<file path="src/rtl/carry_chain_sequencer_if.sv">
// Operand/result handshake and carry-chain slice bus for carry_chain_sequencer.
// op_sub exists only when CARRY_CHAIN_SUB_EN is defined.
interface carry_chain_sequencer_if #(
    parameter int INPUTS = 4,
    parameter int WORDS  = 4
);
    localparam int W = INPUTS * WORDS;

    logic              op_valid;
    logic              op_ready;
    logic [W-1:0]      op_a;
    logic [W-1:0]      op_b;
    logic              op_cin;
`ifdef CARRY_CHAIN_SUB_EN
    logic              op_sub;
`endif
    logic [INPUTS-1:0] chain_p;
    logic [INPUTS-1:0] chain_g;
    logic              chain_ci;
    logic [INPUTS-1:0] chain_s;
    logic              chain_co;
    logic              res_valid;
    logic              res_ready;
    logic [W-1:0]      res_sum;
    logic              res_co;

    modport slave (
        input  op_valid, op_a, op_b, op_cin,
`ifdef CARRY_CHAIN_SUB_EN
        input  op_sub,
`endif
        input  chain_s, chain_co, res_ready,
        output op_ready, chain_p, chain_g, chain_ci, res_valid, res_sum, res_co
    );

    modport master (
        output op_valid, op_a, op_b, op_cin,
`ifdef CARRY_CHAIN_SUB_EN
        output op_sub,
`endif
        output chain_s, chain_co, res_ready,
        input  op_ready, chain_p, chain_g, chain_ci, res_valid, res_sum, res_co
    );
endinterface

</file>
<file path="src/rtl/carry_chain_sequencer.sv">
// Sequences a wide add through a narrow external carry-chain slice, LSB slice first.
// Optional macro CARRY_CHAIN_SUB_EN adds op_sub (A - B - borrow).
module carry_chain_sequencer #(
    parameter int INPUTS = 4,
    parameter int WORDS  = 4
) (
    input logic                    clk,
    input logic                    rst_n,
    carry_chain_sequencer_if.slave bus
);
    localparam int W  = INPUTS * WORDS;
    localparam int KW = (WORDS > 1) ? $clog2(WORDS) : 1;
    localparam int IW = (W > 1) ? $clog2(W) : 1;

    typedef enum logic [1:0] {IDLE, RUN, DONE} state_t;

    state_t            state_q, state_d;
    logic [W-1:0]      a_q, b_q, res_sum_q;
    logic [KW-1:0]     k_q;
    logic              res_co_q;
    logic [INPUTS-1:0] chain_p_q, chain_g_q, p_d, g_d;
    logic              chain_ci_q, ci_d;
    logic [W-1:0]      b_in;
    logic              cin_in;
    logic              last;
    logic [IW-1:0]     cur_base, nxt_base;

    // Subtract folds into the add: B is stored pre-inverted and borrow-in becomes ~cin.
`ifdef CARRY_CHAIN_SUB_EN
    assign b_in   = bus.op_sub ? ~bus.op_b : bus.op_b;
    assign cin_in = bus.op_sub ? ~bus.op_cin : bus.op_cin;
`else
    assign b_in   = bus.op_b;
    assign cin_in = bus.op_cin;
`endif

    assign last     = (k_q == KW'(WORDS - 1));
    assign cur_base = IW'(INPUTS * int'(k_q));
    assign nxt_base = last ? cur_base : IW'(INPUTS * (int'(k_q) + 1));

    always_ff @(posedge clk or negedge rst_n) begin
        if (!rst_n) state_q <= IDLE;
        else        state_q <= state_d;
    end

    // Chain drive is computed for the slice of the *next* cycle and registered,
    // so chain_ci_q also serves as the carry register between slices.
    always_comb begin
        state_d = state_q;
        p_d     = '0;
        g_d     = '0;
        ci_d    = 1'b0;
        unique case (state_q)
            IDLE: begin
                if (bus.op_valid) begin
                    state_d = RUN;
                    p_d     = bus.op_a[INPUTS-1:0] ^ b_in[INPUTS-1:0];
                    g_d     = bus.op_a[INPUTS-1:0] & b_in[INPUTS-1:0];
                    ci_d    = cin_in;
                end
            end
            RUN: begin
                if (last) begin
                    state_d = DONE;
                end else begin
                    p_d  = a_q[nxt_base +: INPUTS] ^ b_q[nxt_base +: INPUTS];
                    g_d  = a_q[nxt_base +: INPUTS] & b_q[nxt_base +: INPUTS];
                    ci_d = bus.chain_co;
                end
            end
            DONE: begin
                if (bus.res_ready) state_d = IDLE;
            end
            default: state_d = IDLE;
        endcase
    end

    always_ff @(posedge clk or negedge rst_n) begin
        if (!rst_n) begin
            a_q        <= '0;
            b_q        <= '0;
            k_q        <= '0;
            res_sum_q  <= '0;
            res_co_q   <= 1'b0;
            chain_p_q  <= '0;
            chain_g_q  <= '0;
            chain_ci_q <= 1'b0;
        end else begin
            chain_p_q  <= p_d;
            chain_g_q  <= g_d;
            chain_ci_q <= ci_d;
            if (state_q == IDLE && bus.op_valid) begin
                a_q <= bus.op_a;
                b_q <= b_in;
                k_q <= '0;
            end
            if (state_q == RUN) begin
                res_sum_q[cur_base +: INPUTS] <= bus.chain_s;
                if (last) res_co_q <= bus.chain_co;
                else      k_q      <= k_q + KW'(1);
            end
        end
    end

    assign bus.op_ready  = (state_q == IDLE);
    assign bus.res_valid = (state_q == DONE);
    assign bus.res_sum   = res_sum_q;
    assign bus.res_co    = res_co_q;
    assign bus.chain_p   = chain_p_q;
    assign bus.chain_g   = chain_g_q;
    assign bus.chain_ci  = chain_ci_q;
endmodule

</file>
<file path="src/flat_wrapper.sv">
// flat-port wrapper written by rule: the top's interface ports become plain ports
module carry_chain_sequencer_flat 
#(
    parameter int INPUTS = 4,
    parameter int WORDS  = 4
)
  (clk, rst_n, bus_op_valid, bus_op_a, bus_op_b, bus_op_cin, bus_chain_s, bus_chain_co, bus_res_ready, bus_op_ready, bus_chain_p, bus_chain_g, bus_chain_ci, bus_res_valid, bus_res_sum, bus_res_co);
  carry_chain_sequencer_if #(.INPUTS(INPUTS), .WORDS(WORDS)) bus_i ();
  input logic clk;
  input logic rst_n;
  input wire logic [$bits(bus_i.op_valid)-1:0] bus_op_valid;
  input wire logic [$bits(bus_i.op_a)-1:0] bus_op_a;
  input wire logic [$bits(bus_i.op_b)-1:0] bus_op_b;
  input wire logic [$bits(bus_i.op_cin)-1:0] bus_op_cin;
  input wire logic [$bits(bus_i.chain_s)-1:0] bus_chain_s;
  input wire logic [$bits(bus_i.chain_co)-1:0] bus_chain_co;
  input wire logic [$bits(bus_i.res_ready)-1:0] bus_res_ready;
  output wire logic [$bits(bus_i.op_ready)-1:0] bus_op_ready;
  output wire logic [$bits(bus_i.chain_p)-1:0] bus_chain_p;
  output wire logic [$bits(bus_i.chain_g)-1:0] bus_chain_g;
  output wire logic [$bits(bus_i.chain_ci)-1:0] bus_chain_ci;
  output wire logic [$bits(bus_i.res_valid)-1:0] bus_res_valid;
  output wire logic [$bits(bus_i.res_sum)-1:0] bus_res_sum;
  output wire logic [$bits(bus_i.res_co)-1:0] bus_res_co;
  assign bus_i.op_valid = bus_op_valid;
  assign bus_i.op_a = bus_op_a;
  assign bus_i.op_b = bus_op_b;
  assign bus_i.op_cin = bus_op_cin;
  assign bus_i.chain_s = bus_chain_s;
  assign bus_i.chain_co = bus_chain_co;
  assign bus_i.res_ready = bus_res_ready;
  assign bus_op_ready = bus_i.op_ready;
  assign bus_chain_p = bus_i.chain_p;
  assign bus_chain_g = bus_i.chain_g;
  assign bus_chain_ci = bus_i.chain_ci;
  assign bus_res_valid = bus_i.res_valid;
  assign bus_res_sum = bus_i.res_sum;
  assign bus_res_co = bus_i.res_co;
  carry_chain_sequencer #(.INPUTS(INPUTS), .WORDS(WORDS)) u_core (.clk(clk), .rst_n(rst_n), .bus(bus_i));
endmodule
</file>
<file path="config.mk">
export PLATFORM = sky130hd
export DESIGN_NAME = carry_chain_sequencer_flat
export DESIGN_NICKNAME = d
export VERILOG_FILES = /design/src/rtl/carry_chain_sequencer_if.sv /design/src/rtl/carry_chain_sequencer.sv /design/src/flat_wrapper.sv
export SDC_FILE = /design/constraint.sdc
export NUM_CORES = 1
export LEC_CHECK = 0
export CAP_MARGIN = 40
export CORE_AREA = 2 2 86 88
export DETAILED_ROUTE_END_ITERATION = 8
export DIE_AREA = 0 0 88 90
export PLACE_DENSITY = 0.79
export RECOVER_POWER = 50
export SLEW_MARGIN = 20
export SYNTH_ARGS = -nofsm -noshare
export SYNTH_HDL_FRONTEND = slang
export SYNTH_SLANG_ARGS = --single-unit
</file>
<file path="constraint.sdc">
create_clock -name clk -period 2.3 [get_ports clk]
set_input_delay 0.69 -clock clk [delete_from_list [all_inputs] [get_ports clk]]
set_output_delay 0.69 -clock clk [all_outputs]
set_load 0.1 [all_outputs]
</file>
# Yosys cells after proc, flatten, opt, wreduce, memory -nomap -nowiden
# Cells that the tools add are included.
# word_totals
ff_bits	62
elab_cells	48
input_bits	42
out_inout_bits	28
# op_classes
n_bitwise	4
muxes	18
addsub	3
n_reduce_logical	4
eq_ne	6
shift	4
# ops
cell	n
16-bit by 5-bit indexed part select with 4-bit output	2
4-bit 2-to-1 mux	5
16-bit bitwise mux	1
4-bit one-hot mux with 2 select lines	2
4-bit by 6-bit variable shift with 16-bit output, first input constant	1
4-bit by 6-bit indexed part select with 16-bit output	1
2-bit 2-to-1 mux	6
4-bit AND	2
4-bit XOR	2
4-bit negation with 6-bit output	1
2-bit one-hot mux with 3 select lines	1
2-bit by 1-bit adder with 2-bit output, second input constant	2
2-bit == test, second input constant	2
2-bit != test, second input constant	2
3-bit AND reduction	1
2-bit by 1-bit == test with 1-bit output, second input constant	1
2-bit zero test	1
1-bit 2-to-1 mux	2
2-bit by 1-bit != test with 1-bit output, second input constant	1
1-bit one-hot mux with 2 select lines	1
2-bit AND reduction	1
1-bit logical AND	1

# Logic depth before layout (Yosys ltp)
# Gate-level depths: netlist of the first run.
# logic_depth
ltp_word	6
mapped_depth	6
depth_no_buf	5

# Worst setup path after synthesis of the first run
# Ideal clock, no wire load.
# synth_path
kind	flip-flop to output port
start	register u_core.state_q[0]
end	output bus_op_ready
path_buffers	1
t_arrival_ps	1741
path_stages_with_launch	3
setup_slack_ps	-131
required_ps	1610
cell_sequence	dfrtp_1 > buf_6 > nor2_1
# synth_via
elab_chain_len	1
# synth_lines
item	line_no	text
start, declared	carry_chain_sequencer.sv:17	state_t state_q, state_d;
start signal, assigned	carry_chain_sequencer.sv:43	else state_q <= state_d;
2-bit zero test	carry_chain_sequencer.sv:105	assign bus.op_ready = (state_q == IDLE);
end, declared	flat_wrapper.sv:18	output wire logic [$bits(bus_i.op_ready)-1:0] bus_op_ready;
# Every way passes these cells.

# Worst setup path in the final report of the first run
# layout_path
start	register u_core.k_q[0]
end	register u_core.chain_p_q[1], in the netlist u_core.bus.chain_p[1]
# layout_via
elab_chain_len	6
elab_cells_between_ends	8
classes_between	1 x add/sub; 1 x eq/ne; 2 x shift; 3 x mux; 1 x bitwise
# layout_lines
item	line_no	text
start, declared	carry_chain_sequencer.sv:19	logic [KW-1:0] k_q;
start signal, assigned	carry_chain_sequencer.sv:100	else k_q <= k_q + KW'(1);
2-bit by 1-bit adder with 2-bit output or 2-bit == test (tied branches)	carry_chain_sequencer.sv:39, carry_chain_sequencer.sv:37	
4-bit 2-to-1 mux	carry_chain_sequencer.sv:39	assign nxt_base = last ? cur_base : IW'(INPUTS * (int'(k_q) + 1));
16-bit by 5-bit indexed part select with 4-bit output	carry_chain_sequencer.sv:66	p_d = a_q[nxt_base +: INPUTS] ^ b_q[nxt_base +: INPUTS];
4-bit XOR	carry_chain_sequencer.sv:66	
4-bit 2-to-1 mux (*)	carry_chain_sequencer.sv:63	if (last) begin
4-bit one-hot mux with 2 select lines (*)	carry_chain_sequencer.sv:53	unique case (state_q)
named net u_core.p_d[1]	carry_chain_sequencer.sv:21	logic [INPUTS-1:0] chain_p_q, chain_g_q, p_d, g_d;
end signal, assigned	carry_chain_sequencer.sv:89	chain_p_q <= p_d;
end, declared	carry_chain_sequencer.sv:21	
# Mark *: on every way through the listed nets, which the timed path passes. The rest lies on a longest branch.
# A chain may end at the register's enable or synchronous reset.

==> flow_metrics.py, run 1 <==
metrics = {
    "placed_design": {
        "globalplace.congestion": 0.808,
        "dp.cells": 344,
        "port-buffer-count": 69,
        "place_hpwl_mm": 4.02,
        "placed_cell_area_mm2": 0.00353,
    },
    "setup_path": {
        "r2r_cells": 5,
        "worstPathCellList": "ha_1 -> buf_12 -> mux4_2 -> ha_1 -> a22o_1",
        "cpMostUsedCell": "ha_1",
        "crit_arrival_ns": 2.29,
        "slowest_stage": "mux4_2",
        "critical_path_class": "register to register",
        "endpoint_kind": "register",
        "rrSetupSlack_ns": 0.23,
        "worstSetupEndpoint": "u_core.bus.chain_p[1]",
        "r2r-start": "u_core.k_q[0]",
        "crit_fanout": 8,
        "worstSetupStartpointType": "register",
        "reg2reg_to": "u_core.bus.chain_p[1]",
        "required_ns": 2.52,
        "startpoint": "u_core.k_q[0]",
        "max_stage_delay_ns": 0.51,
    },
    "die": {
        "initial_core_util_pct": 39.2,
        "fp-row-count": 31,
        "io_pins": 70,
        "die_w_um": 88,
        "core_area_mm2": 0.00702,
        "dieArea_mm2": 0.00792,
        "die_h_um": 90,
    },
    "final_layout": {
        "post-route-cell-area_mm2": 0.00368,
        "final_cell_count_no_fill": 360,
        "post-route-util_pct": 52.5,
        "seqCellArea_mm2": 0.00155,
        "multiInputGateArea_mm2": 0.00110,
        "area_growth_pct": 34.0,
        "nFillCells": 594,
        "fin_nets": 310,
        "drive_gt1_share_pct": 36.8,
        "antenna_cells": 0,
    },
    "timing": {
        "max_slew_margin_pct": 20.0,
        "rsz0062_at_grt": "no",
        "hold_violations": 0,
        "period_needed_ns": 2.07,
        "fmax_ghz": 0.483,
        "period_share_pct": 90.0,
        "finClkSkew_ns": 0.00675,
        "slew_viol_final": 0,
        "setup_tns_ns": 0,
        "tightest_slew_ns": 1.20,
        "setup-violations-final": 0,
    },
    "logic_synthesis": {
        "ys_async_sr_fraction_pct": 100,
        "synth.area.top_cells": "dfrtp_1 56%, mux2_2 13%, a22o_1 7.0%, mux4_2 6.6%, ha_1 5.5%",
        "synth_common_cells": "62 x dfrtp_1, 32 x mux2_2, 22 x a22o_1",
        "syn_inst": 176,
        "ys.flop_type": "dfrtp_1",
        "synth_top_area_share_pct": 56.4,
        "avgSynthCellArea_um2": 15.6,
        "synth_edf_count": 0,
        "yosysMostFrequentCell": "dfrtp_1",
        "syn_nets": 230,
        "synth.distinct_cells": 19,
        "ys_warn_count": 0,
        "seq_area_frac_synth_pct": 56.4,
        "synth.largest_area_cell": "dfrtp_1",
        "ys_ff_latch": 62,
        "netlist_area_mm2": 0.00275,
    },
    "clocking": {
        "clock-sinks": 62,
        "clock-root-buffer": "clkbuf_8",
        "h-tree-depth": 3,
        "ctsResizeCount": 0,
        "clkTransAtPathRegs_ns": 0.07,
        "post-cts-setup-buffers": 0,
        "clock_path_buffers": 2,
        "clk_latency_ns": 0.34,
        "cts-buffers-inserted": 9,
        "tritoncts": "done",
        "hold_buffers": 0,
    },
    "global_route": {
        "track_usage_pct": 14.8,
        "grt_overflow": 0,
        "grt_pass1_vias": 1815,
        "grt_pass1_wl_mm": 8.81,
        "grt_antenna_before_repair": 0,
        "grt_max_degree": 43,
    },
    "run": {
        "max-cap-violations": 0,
    },
    "route": {
        "drt_iter0_markers": 77,
        "drt_wl_total_mm": 5.43,
        "wire_per_inst_um": 15.1,
        "vias": 1759,
        "drc": 0,
        "antenna_left": 0,
        "via_per_inst": 4.89,
        "first_pass_iters": 4,
    },
    "outcome": {
        "status": "completed",
    },
    "hold_path": {
        "hold_class": "register to register",
        "min-delay-start": "u_core.bus.res_sum[1]",
    },
}
==> per-layer routing <==
| metal | vias up | wire (um) | track usage (%) |
|---|---|---|---|
| met3 | 11 | 287 | 3.95 |
| met2 | 58 | 2720 | 23.5 |
| met4 | 0 | 87 | 6.92 |
| met5 | - | 0 | 0 |
| li1 | 816 | - | - |
| met1 | 874 | 2330 | 18.5 |
==> state kept, by name, indices dropped and copies added, names as in the netlist <==
register	count
u_core.a_q	16
u_core.b_q	16
u_core.bus.res_sum	16
u_core.bus.chain_g	4
u_core.bus.chain_p	4
u_core.k_q	2
u_core.state_q	2
u_core.bus.chain_ci	1
u_core.bus.res_co	1
==> cell usage in the layout (no fill, tap or decap) <==
cell type,n
clkbuf_2,12
clkbuf_8,11
buf_4,20
o21ai_0,5
mux2_1,2
nand2_1,8
nor3b_2,1
nor4b_4,2
mux2_2,32
nand3b_1,4
inv_1,4
dfrtp_1,62
nor4_4,1
clkinv_2,3
ha_1,12
bufinv_16,1
nor2_1,2
nand2b_1,1
clkbuf_1,2
a22o_1,22
buf_12,4
mux4_2,8
nor3b_1,1
clkdlybuf4s50_1,40
nor2_2,1
==> logic make-up after synthesis <==
| family | after synthesis | share of synthesized area [%] |
|---|---|---|
| buffers and inverters | 12 | 3.46 |
| AND/OR/NAND/NOR | 21 | 6.28 |
| flip-flops | 62 | 56.4 |
| AO/OA/AOI/OAI | 27 | 7.92 |
| multiplexers | 42 | 20.5 |
| adder cells (fa/ha/maj) | 12 | 5.46 |
==> how the worst min path moves through the flow <==
stage,to,slack [ns],cells after the start
after CTS,u_core.bus.res_sum[15],0.32,1
after global placement,u_core.a_q[5],0.46,1
final,u_core.bus.res_sum[1],0.48,2
after floorplan,u_core.a_q[0],0.39,0
after global routing,u_core.a_q[4],0.49,1
after detailed placement,u_core.a_q[4],0.47,1
==> worst max-delay path, delay by kind of cell, from the launching register on <==
family                   cells  cell delay [ns]
adder cells (fa/ha/maj)      2             0.57
AO/OA/AOI/OAI                1             0.22
flip-flops                   1             0.49
multiplexers                 1             0.51
buffers and inverters        1             0.16
==> final cells by class <==
cell class	instances	share of cell area (%)
tap	99	3.36
sequential	62	42.1
inverter	4	0.407
multi-input combinational	102	29.8
clock inverter	4	1.22
timing repair buffer	77	18.8
clock buffer	12	4.21
==> stage by stage <==
step,worst slack [ns],hold WS [ns]
floorplan,0.249,0.394
global placement,0.184,0.462
detailed placement,0.167,0.469
CTS,0.230,0.322
global route,0.0999,0.491
finish,0.231,0.484
Power of run 1 is not shown: default switching activity piles up to over one toggle a cycle in this logic, so the estimate is an artifact.
==> run 2, diff against run 1 <==
--- a/config.mk
+++ b/config.mk
@@ -6,10 +6,10 @@
 export NUM_CORES = 1
 export LEC_CHECK = 0
 export CAP_MARGIN = 40
-export CORE_AREA = 2 2 86 88
+export CORE_AREA = 2 2 62 123
 export DETAILED_ROUTE_END_ITERATION = 8
-export DIE_AREA = 0 0 88 90
-export PLACE_DENSITY = 0.79
+export DIE_AREA = 0 0 64 125
+export PLACE_DENSITY = 0.78
 export RECOVER_POWER = 50
 export SLEW_MARGIN = 20
 export SYNTH_ARGS = -nofsm -noshare
==> run 2 against run 1 <==
Global-route usage is essentially flat; setup slack lost 0.029 ns; critical path depth is the same.
==> flow_metrics.py, run 2 (same netlist as run 1, synthesis figures left out) <==
metrics = {
    "outcome": {
        "status": "completed",
    },
    "route": {
        "wire_per_inst_um": 15.6,
        "via_per_inst": 5.08,
        "antenna_left": 0,
        "drt_iter0_markers": 74,
        "vias": 1778,
        "drc": 0,
        "drt_wl_total_mm": 5.47,
        "first_pass_iters": 4,
    },
    "global_route": {
        "grt_max_degree": 63,
        "grt_overflow": 0,
        "grt_pass1_vias": 1909,
        "grt_pass1_wl_mm": 9.10,
        "grt_antenna_before_repair": 0,
        "track_usage_pct": 14.8,
    },
    "setup_path": {
        "crit_fanout": 8,
        "slowest_stage": "mux4_2",
        "max_stage_delay_ns": 0.53,
        "r2r_cells": 5,
        "crit_arrival_ns": 2.31,
        "critical_path_class": "register to register",
        "cpMostUsedCell": "ha_1",
        "worstSetupStartpointType": "register",
        "worstPathCellList": "ha_1 -> buf_4 -> mux4_2 -> ha_1 -> a22o_1",
        "required_ns": 2.51,
        "endpoint_kind": "register",
    },
    "clocking": {
        "h-tree-depth": 3,
        "clock_path_buffers": 2,
        "ctsResizeCount": 0,
        "post-cts-setup-buffers": 0,
        "clock-sinks": 62,
        "tritoncts": "done",
        "clock-root-buffer": "clkbuf_16",
        "clkTransAtPathRegs_ns": 0.05,
        "cts-buffers-inserted": 9,
        "clk_latency_ns": 0.32,
        "hold_buffers": 0,
    },
    "final_layout": {
        "post-route-cell-area_mm2": 0.00373,
        "final_cell_mix": "62 x dfrtp_1, 39 x clkdlybuf4s50_1, 32 x mux2_2",
        "antenna_cells": 0,
        "nFillCells": 599,
        "fin_nets": 308,
        "area_growth_pct": 35.7,
        "drive_gt1_share_pct": 36.8,
        "final_common_cell": "dfrtp_1",
    },
    "placed_design": {
        "port-buffer-count": 69,
        "place_hpwl_mm": 3.91,
        "placed_cell_area_mm2": 0.00350,
        "globalplace.congestion": 0.778,
    },
    "timing": {
        "max_slew_margin_pct": 2.01,
        "slew_viol_final": 0,
        "setup_tns_ns": 0,
        "fmax_ghz": 0.477,
        "period_share_pct": 91.2,
        "period_needed_ns": 2.10,
        "hold_violations": 0,
        "setup-violations-final": 0,
        "rsz0062_at_grt": "no",
        "finClkSkew_ns": 0.00664,
        "tightest_slew_ns": 1.47,
    },
    "hold_path": {
        "hold_path_depth": 1,
        "hold_class": "register to register",
    },
    "die": {
        "io_pins": 70,
        "die_w_um": 64,
        "initial_core_util_pct": 38.7,
        "dieArea_mm2": 0.00800,
        "die_h_um": 125,
        "core_area_mm2": 0.00710,
        "fp-row-count": 44,
    },
    "run": {
        "max-cap-violations": 0,
    },
}
[run 2: cell count changes in the layout (fill, tap and decap cells not counted), sizes merged]
| cell | previous run | this run |
|---|---|---|
| clkdlybuf4s50 | 40 | 39 |
| clkinvlp | 0 | 1 |
| bufinv | 1 | 0 |
| dlygate4sd3 | 0 | 1 |
| buf | 24 | 26 |
| clkbuf | 25 | 20 |
[run 2: worst paths after layout]
path | start | end | slack, ns
setup / recovery | u_core.k_q[0] | u_core.bus.chain_p[1] | 0.20
hold / removal | u_core.a_q[4] | u_core.a_q[4] | 0.48
setup reg to reg | u_core.k_q[0] | u_core.bus.chain_p[1] | 0.20
hold reg to reg | u_core.a_q[4] | u_core.a_q[4] | 0.48
max in group asynchronous | rst_n | u_core.bus.chain_g[2] | 0.61
min in group asynchronous | rst_n | u_core.bus.res_sum[15] | 0.79
[run 2: critical path, delay by kind of cell (launching register included)]
family          cells  cell delay, ns
compound gates      1            0.21
fa+ha+maj           2            0.55
buf+inv             1            0.23
flops               1            0.48
mux                 1            0.53
[run 2: cell type report]
type | count | area (um^2) | area share, %
sequential | 62 | 1550 | 41.6
multi-input combinational | 102 | 1100 | 29.5
tap | 92 | 115 | 3.08
inverter | 4 | 15.0 | 0.402
clock buffer | 11 | 253 | 6.77
clock inverter | 4 | 22.5 | 0.603
timing repair buffer | 75 | 676 | 18.1
[run 2: through the flow]
stage / setup WS [ns] / std cells / hold WS, ns / util, %
2_1_floorplan: 0.249 / 176 / 0.394 / -
5_1_grt: 0.105 / 350 / 0.506 / 52.6
4_1_cts: 0.181 / 350 / 0.383 / 53.2
3_3_place_gp: 0.172 / 335 / 0.466 / 49.3
6_report: 0.202 / 350 / 0.480 / 52.6
3_5_place_dp: 0.152 / 335 / 0.471 / 49.3
[run 2: metal layers]
metal	GRT usage (%)	routed length [um]
met4	7.67	120
met2	23.1	2700
met5	0	0
met3	4.41	417
met1	18.2	2240
Power of run 2 is left out for the same reason.
